[config.mk]
export PLATFORM = sky130hd
export DESIGN_NAME = si_mpy_seq
export DESIGN_NICKNAME = d
export VERILOG_FILES = /design/src/rtl/si_mpy_pkg.sv /design/src/rtl/si_mpy_sat.sv /design/src/rtl/si_mpy_seq.sv
export SDC_FILE = /design/constraint.sdc
export NUM_CORES = 1
export LEC_CHECK = 0
export ABC_AREA = 1
export CORE_MARGIN = 2
export CORE_UTILIZATION = 32
export DETAILED_ROUTE_END_ITERATION = 8
export SLEW_MARGIN = 20
export SYNTH_ARGS = -nofsm -noshare
export SYNTH_HDL_FRONTEND = slang
export SYNTH_SLANG_ARGS = --single-unit
[constraint.sdc]
create_clock -name CLK -period 5.85 [get_ports CLK]
set_input_delay 1.17 -clock CLK [delete_from_list [all_inputs] [get_ports CLK]]
set_output_delay 1.17 -clock CLK [all_outputs]
set_load 0.01 [all_outputs]
[src/rtl/si_mpy_pkg.sv]
`default_nettype none
// si_mpy_pkg -- shared FSM state type and legal configuration range for si_mpy_seq.
// Rev 1.0
package si_mpy_pkg;

   typedef enum logic [1:0] {
      IDLE = 2'd0,
      MUL  = 2'd1,
      DONE = 2'd2
   } state_t;

   localparam int WIDTH_MIN = 4;
   localparam int WIDTH_MAX = 32;
   localparam int FRAC_MIN  = 0;

   function automatic bit cfg_ok(input int width, input int frac);
      return (width >= WIDTH_MIN) && (width <= WIDTH_MAX) &&
             (frac >= FRAC_MIN) && (frac < width);
   endfunction

endpackage
`default_nettype wire

[src/rtl/si_mpy_sat.sv]
`default_nettype none
// si_mpy_sat -- sign restore, fixed-point rescale and overflow/saturation of a product magnitude.
// Rev 1.0. Saturation is enabled by macro SI_MPY_SEQ_SAT_EN; otherwise the result wraps.
module si_mpy_sat #(
   parameter int WIDTH = 8,
   parameter int FRAC  = 0
) (
   input  logic [2*WIDTH-1:0] prod_mag,
   input  logic               sign,
   output logic [WIDTH-1:0]   result,
   output logic               ovf
);

   logic signed [2*WIDTH-1:0] prod_s;
   logic signed [2*WIDTH-1:0] shifted;

   always_comb begin
      // Magnitude never exceeds 2^(2W-2), so it negates safely within 2W bits
      prod_s  = sign ? -$signed(prod_mag) : $signed(prod_mag);
      shifted = prod_s >>> FRAC;
      ovf     = !((&shifted[2*WIDTH-1:WIDTH-1]) || (~|shifted[2*WIDTH-1:WIDTH-1]));
`ifdef SI_MPY_SEQ_SAT_EN
      if (ovf)
         result = shifted[2*WIDTH-1] ? {1'b1, {(WIDTH-1){1'b0}}} : {1'b0, {(WIDTH-1){1'b1}}};
      else
         result = shifted[WIDTH-1:0];
`else
      result = shifted[WIDTH-1:0];
`endif
   end

endmodule
`default_nettype wire

[src/rtl/si_mpy_seq.sv]
`default_nettype none
// si_mpy_seq -- sequential signed fixed-point multiplier, one radix-2 step per cycle.
// Rev 1.0. Optional saturation via macro SI_MPY_SEQ_SAT_EN.
module si_mpy_seq
   import si_mpy_pkg::*;
#(
   parameter int WIDTH = 8,
   parameter int FRAC  = 0
) (
   input  logic             CLK,
   input  logic             RST_N,
   input  logic             IN_VALID,
   output logic             IN_READY,
   input  logic [WIDTH-1:0] A,
   input  logic [WIDTH-1:0] B,
   output logic             OUT_VALID,
   input  logic             OUT_READY,
   output logic [WIDTH-1:0] A_MPY_B,
   output logic             OVF
);

   localparam int CW = $clog2(WIDTH);
   localparam logic [CW-1:0] LAST_STEP = CW'(WIDTH - 1);

   if (!cfg_ok(WIDTH, FRAC)) begin : g_cfg_check
      $error("si_mpy_seq: WIDTH/FRAC out of legal range");
   end

   state_t                 state_q, state_d;
   logic [WIDTH-1:0]       a_mag_q, a_mag_d;
   logic                   sign_q, sign_d;
   logic [2*WIDTH-1:0]     acc_q, acc_d;
   logic [CW-1:0]          cnt_q, cnt_d;
   logic [WIDTH-1:0]       res_q, res_d;
   logic                   ovf_q, ovf_d;
   logic                   in_ready_q, in_ready_d;
   logic                   out_valid_q, out_valid_d;

   logic [WIDTH:0]         upper_sum;
   logic [2*WIDTH-1:0]     acc_step;
   logic [WIDTH-1:0]       b_mag;
   logic [WIDTH-1:0]       sat_res;
   logic                   sat_ovf;

   si_mpy_sat #(
      .WIDTH (WIDTH),
      .FRAC  (FRAC)
   ) u_sat (
      .prod_mag (acc_step),
      .sign     (sign_q),
      .result   (sat_res),
      .ovf      (sat_ovf)
   );

   always_comb begin
      // Multiplier starts in the low half and shifts out as the product shifts in
      upper_sum = {1'b0, acc_q[2*WIDTH-1:WIDTH]} + (acc_q[0] ? {1'b0, a_mag_q} : '0);
      acc_step  = {upper_sum, acc_q[WIDTH-1:1]};
      b_mag     = B[WIDTH-1] ? (~B + 1'b1) : B;

      state_d     = state_q;
      a_mag_d     = a_mag_q;
      sign_d      = sign_q;
      acc_d       = acc_q;
      cnt_d       = cnt_q;
      res_d       = res_q;
      ovf_d       = ovf_q;
      in_ready_d  = in_ready_q;
      out_valid_d = out_valid_q;

      case (state_q)
         IDLE: begin
            if (IN_VALID) begin
               a_mag_d    = A[WIDTH-1] ? (~A + 1'b1) : A;
               acc_d      = {{WIDTH{1'b0}}, b_mag};
               sign_d     = A[WIDTH-1] ^ B[WIDTH-1];
               cnt_d      = '0;
               in_ready_d = 1'b0;
               state_d    = MUL;
            end
         end
         MUL: begin
            acc_d = acc_step;
            cnt_d = cnt_q + 1'b1;
            if (cnt_q == LAST_STEP) begin
               res_d       = sat_res;
               ovf_d       = sat_ovf;
               out_valid_d = 1'b1;
               state_d     = DONE;
            end
         end
         DONE: begin
            if (OUT_READY) begin
               out_valid_d = 1'b0;
               in_ready_d  = 1'b1;
               state_d     = IDLE;
            end
         end
         default: begin
            out_valid_d = 1'b0;
            in_ready_d  = 1'b1;
            state_d     = IDLE;
         end
      endcase
   end

   always_ff @(posedge CLK) begin
      if (!RST_N) begin
         state_q     <= IDLE;
         a_mag_q     <= '0;
         sign_q      <= 1'b0;
         acc_q       <= '0;
         cnt_q       <= '0;
         res_q       <= '0;
         ovf_q       <= 1'b0;
         in_ready_q  <= 1'b1;
         out_valid_q <= 1'b0;
      end else begin
         state_q     <= state_d;
         a_mag_q     <= a_mag_d;
         sign_q      <= sign_d;
         acc_q       <= acc_d;
         cnt_q       <= cnt_d;
         res_q       <= res_d;
         ovf_q       <= ovf_d;
         in_ready_q  <= in_ready_d;
         out_valid_q <= out_valid_d;
      end
   end

   assign IN_READY  = in_ready_q;
   assign OUT_VALID = out_valid_q;
   assign A_MPY_B   = res_q;
   assign OVF       = ovf_q;

endmodule
`default_nettype wire

==> impl_results.md <==
* Outcome: finished clean
* Rows at 34
* Depth of the CTS H-tree at 2
* Max-Cap Viols at 0
* Flip-flop and latch area at approximately 800 sq um
* Worst Tran Pin Value at 1.000 ns
* Main flop type after synthesis: dfxtp_1
* Root Buffer: clkbuf_8
* Syn Area/Cell at approximately 6.4 sq um
* Min-delay src: cnt_q[1]$_SDFFE_PN0P_
* Crit path kind: primary input to flop
* Final Hold Fails at 0
* R2R Path End: OVF$_SDFFE_PN0P_
* Die ar. at 9511 sq um
* Largest net degree at the start of global routing at 23
* Post-synth top cells: nand2_1 (132), inv_1 (65), dfxtp_1 (41), a21oi_1 (32), nor2_1 (25)
* Pleak at between 1.5 and 2 nW
* Int Power at a little under 0.5 mW
* Layout Skew at just over 0.009 ns
* Clock transition at path regs at about 0.080 ns
* CP Cell Sequence: clkdlybuf4s50_1 -> nand2_1 -> inv_1 -> nor2_1 -> inv_1 -> o221ai_1 -> nand2_1 -> inv_1
* Gate power share at 0.212
* Post-synthesis cell count at between 400 and 500
* Most prevalent standard cell on the critical path: inv_1
* Slowest cell on crit path: nor2_1
* Worst r2r src: acc_q[0]$_SDFFE_PN0P_
* Hold Crit Endpoint: cnt_q[1]$_SDFFE_PN0P_
* CP required at 6.09 ns
* Startpoint types: primary input
* Min Tclk post-route at 3.331 ns
* Syn_nets at 472
* Cts bufs inserted at 5
* DRC at 0
* Yosys top cell area share at 0.2932
* First-pass GRT wire length at ~11 mm
* DIE HEIGHT at between 90 and 100 microns
* Ys async rst share at 0
* Starting Density at 0.3257
* Global Route Usage Sum at 0.1339
* Count of hold-fix buffers inserted at cts at 0
* Initial antenna violation count at 0
* Dpl cell area at 3176 sq um
* Routed WL per cell at roughly 11 microns
* Post-CTS Setup Bufs at 0
* Setup TNS at 0 ns
* Switching Share at 0.2966
* Placer Congestion at ~0.87
* Post-synthesis sequential area ratio at 0.2932
* Core Region at about 8600 sq um
* PD cells at 209.9 nW/um^2
* Flop pwr share at 0.441
* Vias in the first global route at between 2000 and 2500
* Unrepaired setup endpoints after global routing: no
* Diode count at 0
* CP max stage delay at ~0.85 ns
* Clock sink count at about 40
* Most frequent cell after synthesis: nand2_1
* DRT Pass-1 Iters at 4
* Clock Tree Buf Depth at 2
* Yosys cell types at 36
* Reg2Reg Setup Slack at 3.25 ns
* Syn Std Cell Area at around 2800 sq um
* CTS tree: yes
* Post-synth top area cell: dfxtp_1
* Synthesis Warnings at 0
* Initial DRC count at 125
* Via-to-Cell Ratio at 4.701
* Grt total ovfl at 0
* Die width at ~98 microns
* Fin nets at between 400 and 500
* Final-report max-slew violation count at 0
* Cells on Worst Hold Path at 2
* CP max FO at 20
* Area Overhead vs Synth at 17.75%
* Hold crit path type: flop to flop
* Post-synth EDFFs at 0
* CP endpoint kind: flop
* PostCTS Resize Cnt at 0
* Psw at 0.2052 mW
* Worst slew margin relative to its limit at 0.3306
* Final wirelength at 6.242 mm
* Port Buffers at 30
* Register bit total from synthesis at 41
* Worst EP arrival at about 3.6 ns
* Clk_lat worst skew at around 0.30 ns
* DP HPWL at 4.910 mm
* Fmax at between 300 and 400 MHz
* R2R depth at 18
* Dominant cells by area after synthesis: dfxtp_1 (29%), nand2_1 (18%), inv_1 (8.7%)
* Ports at 31
* Final Cycle Share at 0.5694
* DR vias at around 2700
* FILL cells at 957
* Routed Antenna Nets at 0
* Ratio of cells with drive above 1 in the final layout at 0.09287
* Clock power share at 0.347
* Design Area, Final at between 3000 and 4000 sq um
* Setup violators final at 0
* Multi-input logic area at around 1700 sq um
* Peak supply drop at 0.1115 mV
power groups by stage:
stage | sequential (mW) | clock [mW] | combinational, mW
floorplan | 0.305 | 0 | 0.114
global route | 0.307 | 0.261 | 0.169
detailed placement | 0.311 | 0 | 0.147
finish | 0.305 | 0.240 | 0.147
global placement | 0.311 | 0 | 0.145
CTS | 0.305 | 0.246 | 0.148
per-stage QoR:
step / util / power (mW) / instances / setup slack (ns) / hold slack (ns)
2_1_floorplan: - / 0.4187 / 438 / 3.458 / 0.4327
3_3_place_gp: 0.3695 / 0.4557 / 563 / 2.236 / 0.4523
3_5_place_dp: 0.3695 / 0.4582 / 563 / 2.218 / 0.4605
4_1_cts: 0.3835 / 0.6988 / 571 / 2.487 / 0.4723
5_1_grt: 0.3835 / 0.7364 / 571 / 2.273 / 0.4903
6_report: 0.3835 / 0.6917 / 571 / 2.519 / 0.4685
registers in the layout, summed over array words and instances, names as in the netlist:
signal,count
OUT_VALID,1
acc_q,16
sign_q,1
state_q,2
A_MPY_B,8
IN_READY,1
cnt_q,3
a_mag_q,8
OVF,1
critical path, delay by kind of cell:
family,cells,cell delay [ns]
AND/OR/NAND/NOR,3,1.17
buffers and inverters,4,1.00
AO/OA/AOI/OAI,1,0.21
placed cells by master (no fill, tap or decap), types with 4 or more instances in the layout:
master / count
inv_1: 65
a31oi_1: 4
ha_1: 13
clkbuf_8: 6
nand3_2: 6
nand2_2: 12
dfxtp_1: 41
o221ai_1: 5
nor3_1: 6
nand3_1: 22
xor2_1: 6
nand2_1: 132
o21ai_0: 20
a21oi_1: 32
nor2_2: 9
clkdlybuf4s50_1: 30
nor2_1: 25
routing by layer:
| layer | GRT usage | part of all wire | up-vias |
|---|---|---|---|
| met2 | 0.2138 | 0.43 | 49 |
| li1 | - | - | 1440 |
| met4 | 0.04487 | 0.017 | 0 |
| met5 | 0 | 0 | - |
| met3 | 0.02230 | 0.040 | 8 |
| met1 | 0.1834 | 0.51 | 1187 |
worst max-delay path by stage:
stage | endpoint | start | slack (ns) | cells after the start
6_report | acc_q[2]$_SDFFE_PN0P_ | IN_VALID | 2.52 | 8
5_1_grt | acc_q[2]$_SDFFE_PN0P_ | IN_VALID | 2.27 | 8
4_1_cts | acc_q[2]$_SDFFE_PN0P_ | IN_VALID | 2.49 | 8
3_5_place_dp | acc_q[2]$_SDFFE_PN0P_ | IN_VALID | 2.22 | 8
3_3_place_gp | acc_q[2]$_SDFFE_PN0P_ | IN_VALID | 2.24 | 8
2_1_floorplan | OVF$_SDFFE_PN0P_ | acc_q[0]$_SDFFE_PN0P_ | 3.46 | 19
area by class of cell:
type / instances / share of cell area
sequential: 41 / 0.2491
tap: 108 / 0.04100
clock inverter: 2 / 0.01139
inverter: 68 / 0.07745
multi-input combinational: 316 / 0.5049
clock buffer: 6 / 0.02506
timing repair buffer: 30 / 0.09112
logic make-up after synthesis:
group           share of synthesized area
compound gates                     0.1448
xor+xnor                          0.02190
fa+ha+maj                         0.06527
buf+inv                            0.1122
flops                              0.2933
simple gates                       0.3625
No activity file was read; power rests on OpenSTA's default activity.
==> edit 1: new RTL, same flow settings <==
Add a define of `SI_MPY_SEQ_SAT_EN`.
--- a/src/rtl/si_mpy_sat.sv
+++ b/src/rtl/si_mpy_sat.sv
@@ -2,4 +2,6 @@
 // si_mpy_sat -- sign restore, fixed-point rescale and overflow/saturation of a product magnitude.
 // Rev 1.0. Saturation is enabled by macro SI_MPY_SEQ_SAT_EN; otherwise the result wraps.
+`define SI_MPY_SEQ_SAT_EN
+
 module si_mpy_sat #(
    parameter int WIDTH = 8,
Function: changed (a bounded check fails within 10 cycles, from zero or initial values and one cycle with RST_N low).
==> edit 1 against the original RTL <==
Maximum frequency rose by 11%; routed wire length grew 5.4%; total power decreased by 5.2%; clock skew about the same; combinational power up 9.5%; synthesized area is 2.3% higher; setup slack improved by 0.32 ns; cell area up 1.1%; sequential cell count is the same; clock power fell by 21%; non-clock buffer count increased by 1; synthesized cell count up 4.1%; critical path depth is 12 higher; utilization shrank 0.15 points; largest cell class unchanged; largest power group unchanged.
==> edit 1: results (changes against the original RTL) <==
Run status -> complete, no violations
Worst-path fanout max -> 9 (-55%)
GPL Wtd Cong -> 0.804 (-7.9%)
Met1 WL -> 3420 µm (+7.6%)
Measured slew at the worst slew-check pin -> 0.933 ns (-0.0677 ns)
Largest net degree at the start of global routing -> 27 (+17%)
Critical Path Slowest Stage Cell -> fa_1
Seq/Total Area, Yosys -> 28.7% (-0.67 points)
Ant diodes -> 0 (unchanged)
Initial DRC Count -> 94 (-25%)
Ys async rst share -> 0% (unchanged)
Synth top cells by count -> nand2_1, inv_1, dfxtp_1
Post-Place Setup Slack -> 2.27 ns (+0.0473 ns)
Root buffer cell -> clkbuf_8
HPWL after DPL -> 5220 µm (+6.3%)
Worst hold path type -> reg2reg
Combinational Power Share -> 24.6% (+3.4 points)
Reg2Reg Depth -> 20 (+2)
CP peak stage delay -> 0.49 ns (-0.36 ns)
Vias -> 2800 (+4.3%)
Drt first pass iters -> 5 (+1)
Met3 Use GR -> 2.70% (+0.46 points)
Post-Syn Nets -> 490 (+3.8%)
Hold_sp -> acc_q[8]
Nets -> 515 (+3.8%)
Final setup margin -> 2.84 ns (+0.324 ns)
Metal2 WL -> 2880 µm (+6.2%)
Worst r2r dst -> A_MPY_B[2]
Critical path type -> reg2reg
Share of layout cells above drive strength 1 -> 8.52% (-0.76 points)
CTS H-tree depth -> 2 (unchanged)
Max FFs per register -> 16 (unchanged)
Hold Slack -> 0.472 ns (+0.00339 ns)
Vias in the first global route -> 2619 (+5.9%)
WHS Endpoint -> acc_q[8]
Setup Skew -> 0.00940 ns (+0.000329 ns)
Top cells by area, synth -> dfxtp_1, nand2_1, inv_1, a21oi_1, ha_1
Post-synth cell types -> 32 (-11%)
First-pass GRT wire length -> 11700 µm (+8.6%)
Avg WL per Cell -> 11.2 µm (+2.2%)
Sequential Power Share -> 46.4% (+2.3 points)
Leak pwr -> 1.59 nW (+0.20%)
P_sw -> 0.210 mW (+2.5%)
Pwr/cell area -> 197 nW/µm² (-6.2%)
WP data arrival -> 3.19 ns (-0.38 ns)
Total GRT Usage -> 14.4% (+1.0 points)
Critical path origin -> acc_q[0]
Met2 usage -> 22.7% (+1.3 points)
Syn_area_per_cell -> 6.28 µm² (-1.7%)
Layout Cells excl Fill -> 589 (+3.2%)
Met3 WL -> 200 µm (-20%)
Placed cell area -> 3240 µm² (+2.0%)
Clock buffer depth -> 2 (unchanged)
M1 GR Usage -> 20.0% (+1.6 points)
Yosys warnings -> 0 (unchanged)
Placed Cells incl. Taps -> 582 (+3.4%)
Worst vdd ir -> 0.0000961 V (-14%)
[edit 1: cell count changes in the layout (fill, tap and decap cells not counted), sizes merged, moves of 2 or more]
cell / before / now
nor3: 6 / 9
nand3b: 3 / 0
or2: 3 / 6
o21ai: 20 / 18
a31oi: 4 / 6
xor2: 6 / 8
nand3: 28 / 35
a21oi: 33 / 37
nand2: 145 / 153
[edit 1: kinds of logic (layout without fill, tap and decap cells)]
family	Yosys count	in the layout	synth area share (%)
buf+inv	81	106	11.3
fa+ha+maj	14	14	6.38
compound gates	71	71	13.8
xor+xnor	8	8	2.45
simple gates	241	241	37.5
flops	41	41	28.7
[edit 1: layout make-up]
| type | instances | area (µm²) |
|---|---|---|
| clock buffer | 6 | 82.6 |
| clock inverter | 1 | 7.51 |
| fill | 914 | 5390 |
| inverter | 68 | 255 |
| multi-input combinational | 334 | 1720 |
| sequential | 41 | 821 |
| tap | 108 | 135 |
| timing repair buffer | 31 | 308 |
==> edit 2: new RTL, config.mk and constraints unchanged <==
Made on the original files. Encoding of `state_t`: now one-hot (3 bits for 3 states).
--- a/src/rtl/si_mpy_pkg.sv
+++ b/src/rtl/si_mpy_pkg.sv
@@ -4,8 +4,8 @@
 package si_mpy_pkg;
 
-   typedef enum logic [1:0] {
-      IDLE = 2'd0,
-      MUL  = 2'd1,
-      DONE = 2'd2
+   typedef enum logic [2:0] {
+      IDLE = 3'b001,
+      MUL  = 3'b010,
+      DONE = 3'b100
    } state_t;
 
Check against the original RTL: same outputs for any inputs over 4 cycles, from zero or initial values and one cycle with RST_N low; so few cycles prove little.
==> edit 2 against the original RTL <==
Die area up 1.7%; total power is 1.1% higher; register-to-register slack lost 0.05 ns; cell area up 0.49%; count of clock-buffer cells in the layout is the same; routed wire length rose by 2.0%; setup slack gained 0.21 ns; sequential cell count increased by 1; utilization down 0.19 points; synthesized area rose by 1.7%.
==> edit 2: results (changes against the original RTL) <==
Run status -> complete, no violations
CP peak stage delay -> 0.63 ns (-0.22 ns)
Ant diodes -> 0 (unchanged)
Leak pwr -> 1.56 nW (-1.7%)
Critical path's top delay family -> buffers and inverters
Initial DRC Count -> 113 (-9.6%)
Total GRT Usage -> 13.6% (+0.21 points)
Vias in the first global route -> 2558 (+3.4%)
GPL Wtd Cong -> 0.788 (-9.8%)
Worst vdd ir -> 0.000118 V (+5.8%)
Largest net degree at the start of global routing -> 26 (+13%)
WP data arrival -> 3.28 ns (-0.29 ns)
Vias -> 2677 (-0.26%)
First-pass GRT wire length -> 11100 µm (+3.0%)
Avg WL per Cell -> 11.2 µm (+2.8%)
Top cells by area, synth -> dfxtp_1, nand2_1, inv_1, a21oi_1, ha_1
Worst-path fanout max -> 23 (+15%)
Synth top cells by count -> nand2_1, inv_1, dfxtp_1
Post-synthesis adder-cell area fraction -> 6.41% (-0.11 points)
Share of layout cells above drive strength 1 -> 8.50% (-0.79 points)
Setup Skew -> 0.00516 ns (-0.00391 ns)
Die W -> 98.3 µm (+0.83%)
Post-Place Setup Slack -> 2.36 ns (+0.144 ns)
Measured slew at the worst slew-check pin -> 0.834 ns (-0.166 ns)
Post-Syn Nets -> 469 (-0.64%)
Seq/Total Area, Yosys -> 29.5% (+0.20 points)
HPWL after DPL -> 4890 µm (-0.32%)
XOR/XNOR share of the synthesized area -> 3.38% (+1.2 points)
Nets -> 493 (-0.60%)
edit 2: cell count changes after synthesis, sizes merged, moves of 3 or more:
| cell | change |
|---|---|
| clkbuf | +5 |
| nand2 | -5 |
| xor2 | +5 |
| buf | -4 |
| inv | -4 |
| o21ai | -4 |
| a21oi | +3 |
| nand3b | +3 |
| nand4 | -3 |
edit 2: metal layers:
layer | routed length (µm) | share of wire (%) | vias to the layer above | track usage, %
met5 | 0 | 0 | - | 0
met4 | 82 | 1.3 | 0 | 4.53
met3 | 189 | 3.0 | 6 | 1.50
met2 | 3130 | 49 | 39 | 24.9
met1 | 2970 | 47 | 1198 | 16.5
li1 | - | - | 1434 | -
edit 2: cells by family after synthesis:
logic type / after synthesis
compound gates: 68
xor+xnor: 11
fa+ha+maj: 14
buf+inv: 77
flops: 42
simple gates: 223
edit 2: stage by stage:
stage	cells	cell area, µm²
global placement	560	3200
detailed placement	560	3200
finish	567	3310
CTS	567	3310
floorplan	435	2850
global route	567	3310
edit 2: power by group:
group          total, mW  switching [mW]  internal (mW)
combinational      0.147          0.0906         0.0568
clock              0.237           0.101          0.137
sequential         0.315          0.0151          0.300
edit 2: final timing paths:
| kind | start | slack (ns) | cells after the start | to |
|---|---|---|---|---|
| max reg2reg | acc_q[0] | 3.20 | 16 | OVF |
| max | IN_VALID | 2.73 | 8 | acc_q[7] |
| min reg2reg | IN_READY | 0.46 | 2 | IN_READY |
| min | IN_READY | 0.46 | 2 | IN_READY |
edit 2: cell type report:
class / instances / area [µm²]
Inverter: 63 / 236
Fill cell: 955 / 5370
Multi-Input combinational cell: 316 / 1680
Clock inverter: 1 / 30.0
Timing Repair Buffer: 31 / 308
Tap cell: 108 / 135
Clock buffer: 6 / 82.6
Sequential cell: 42 / 841
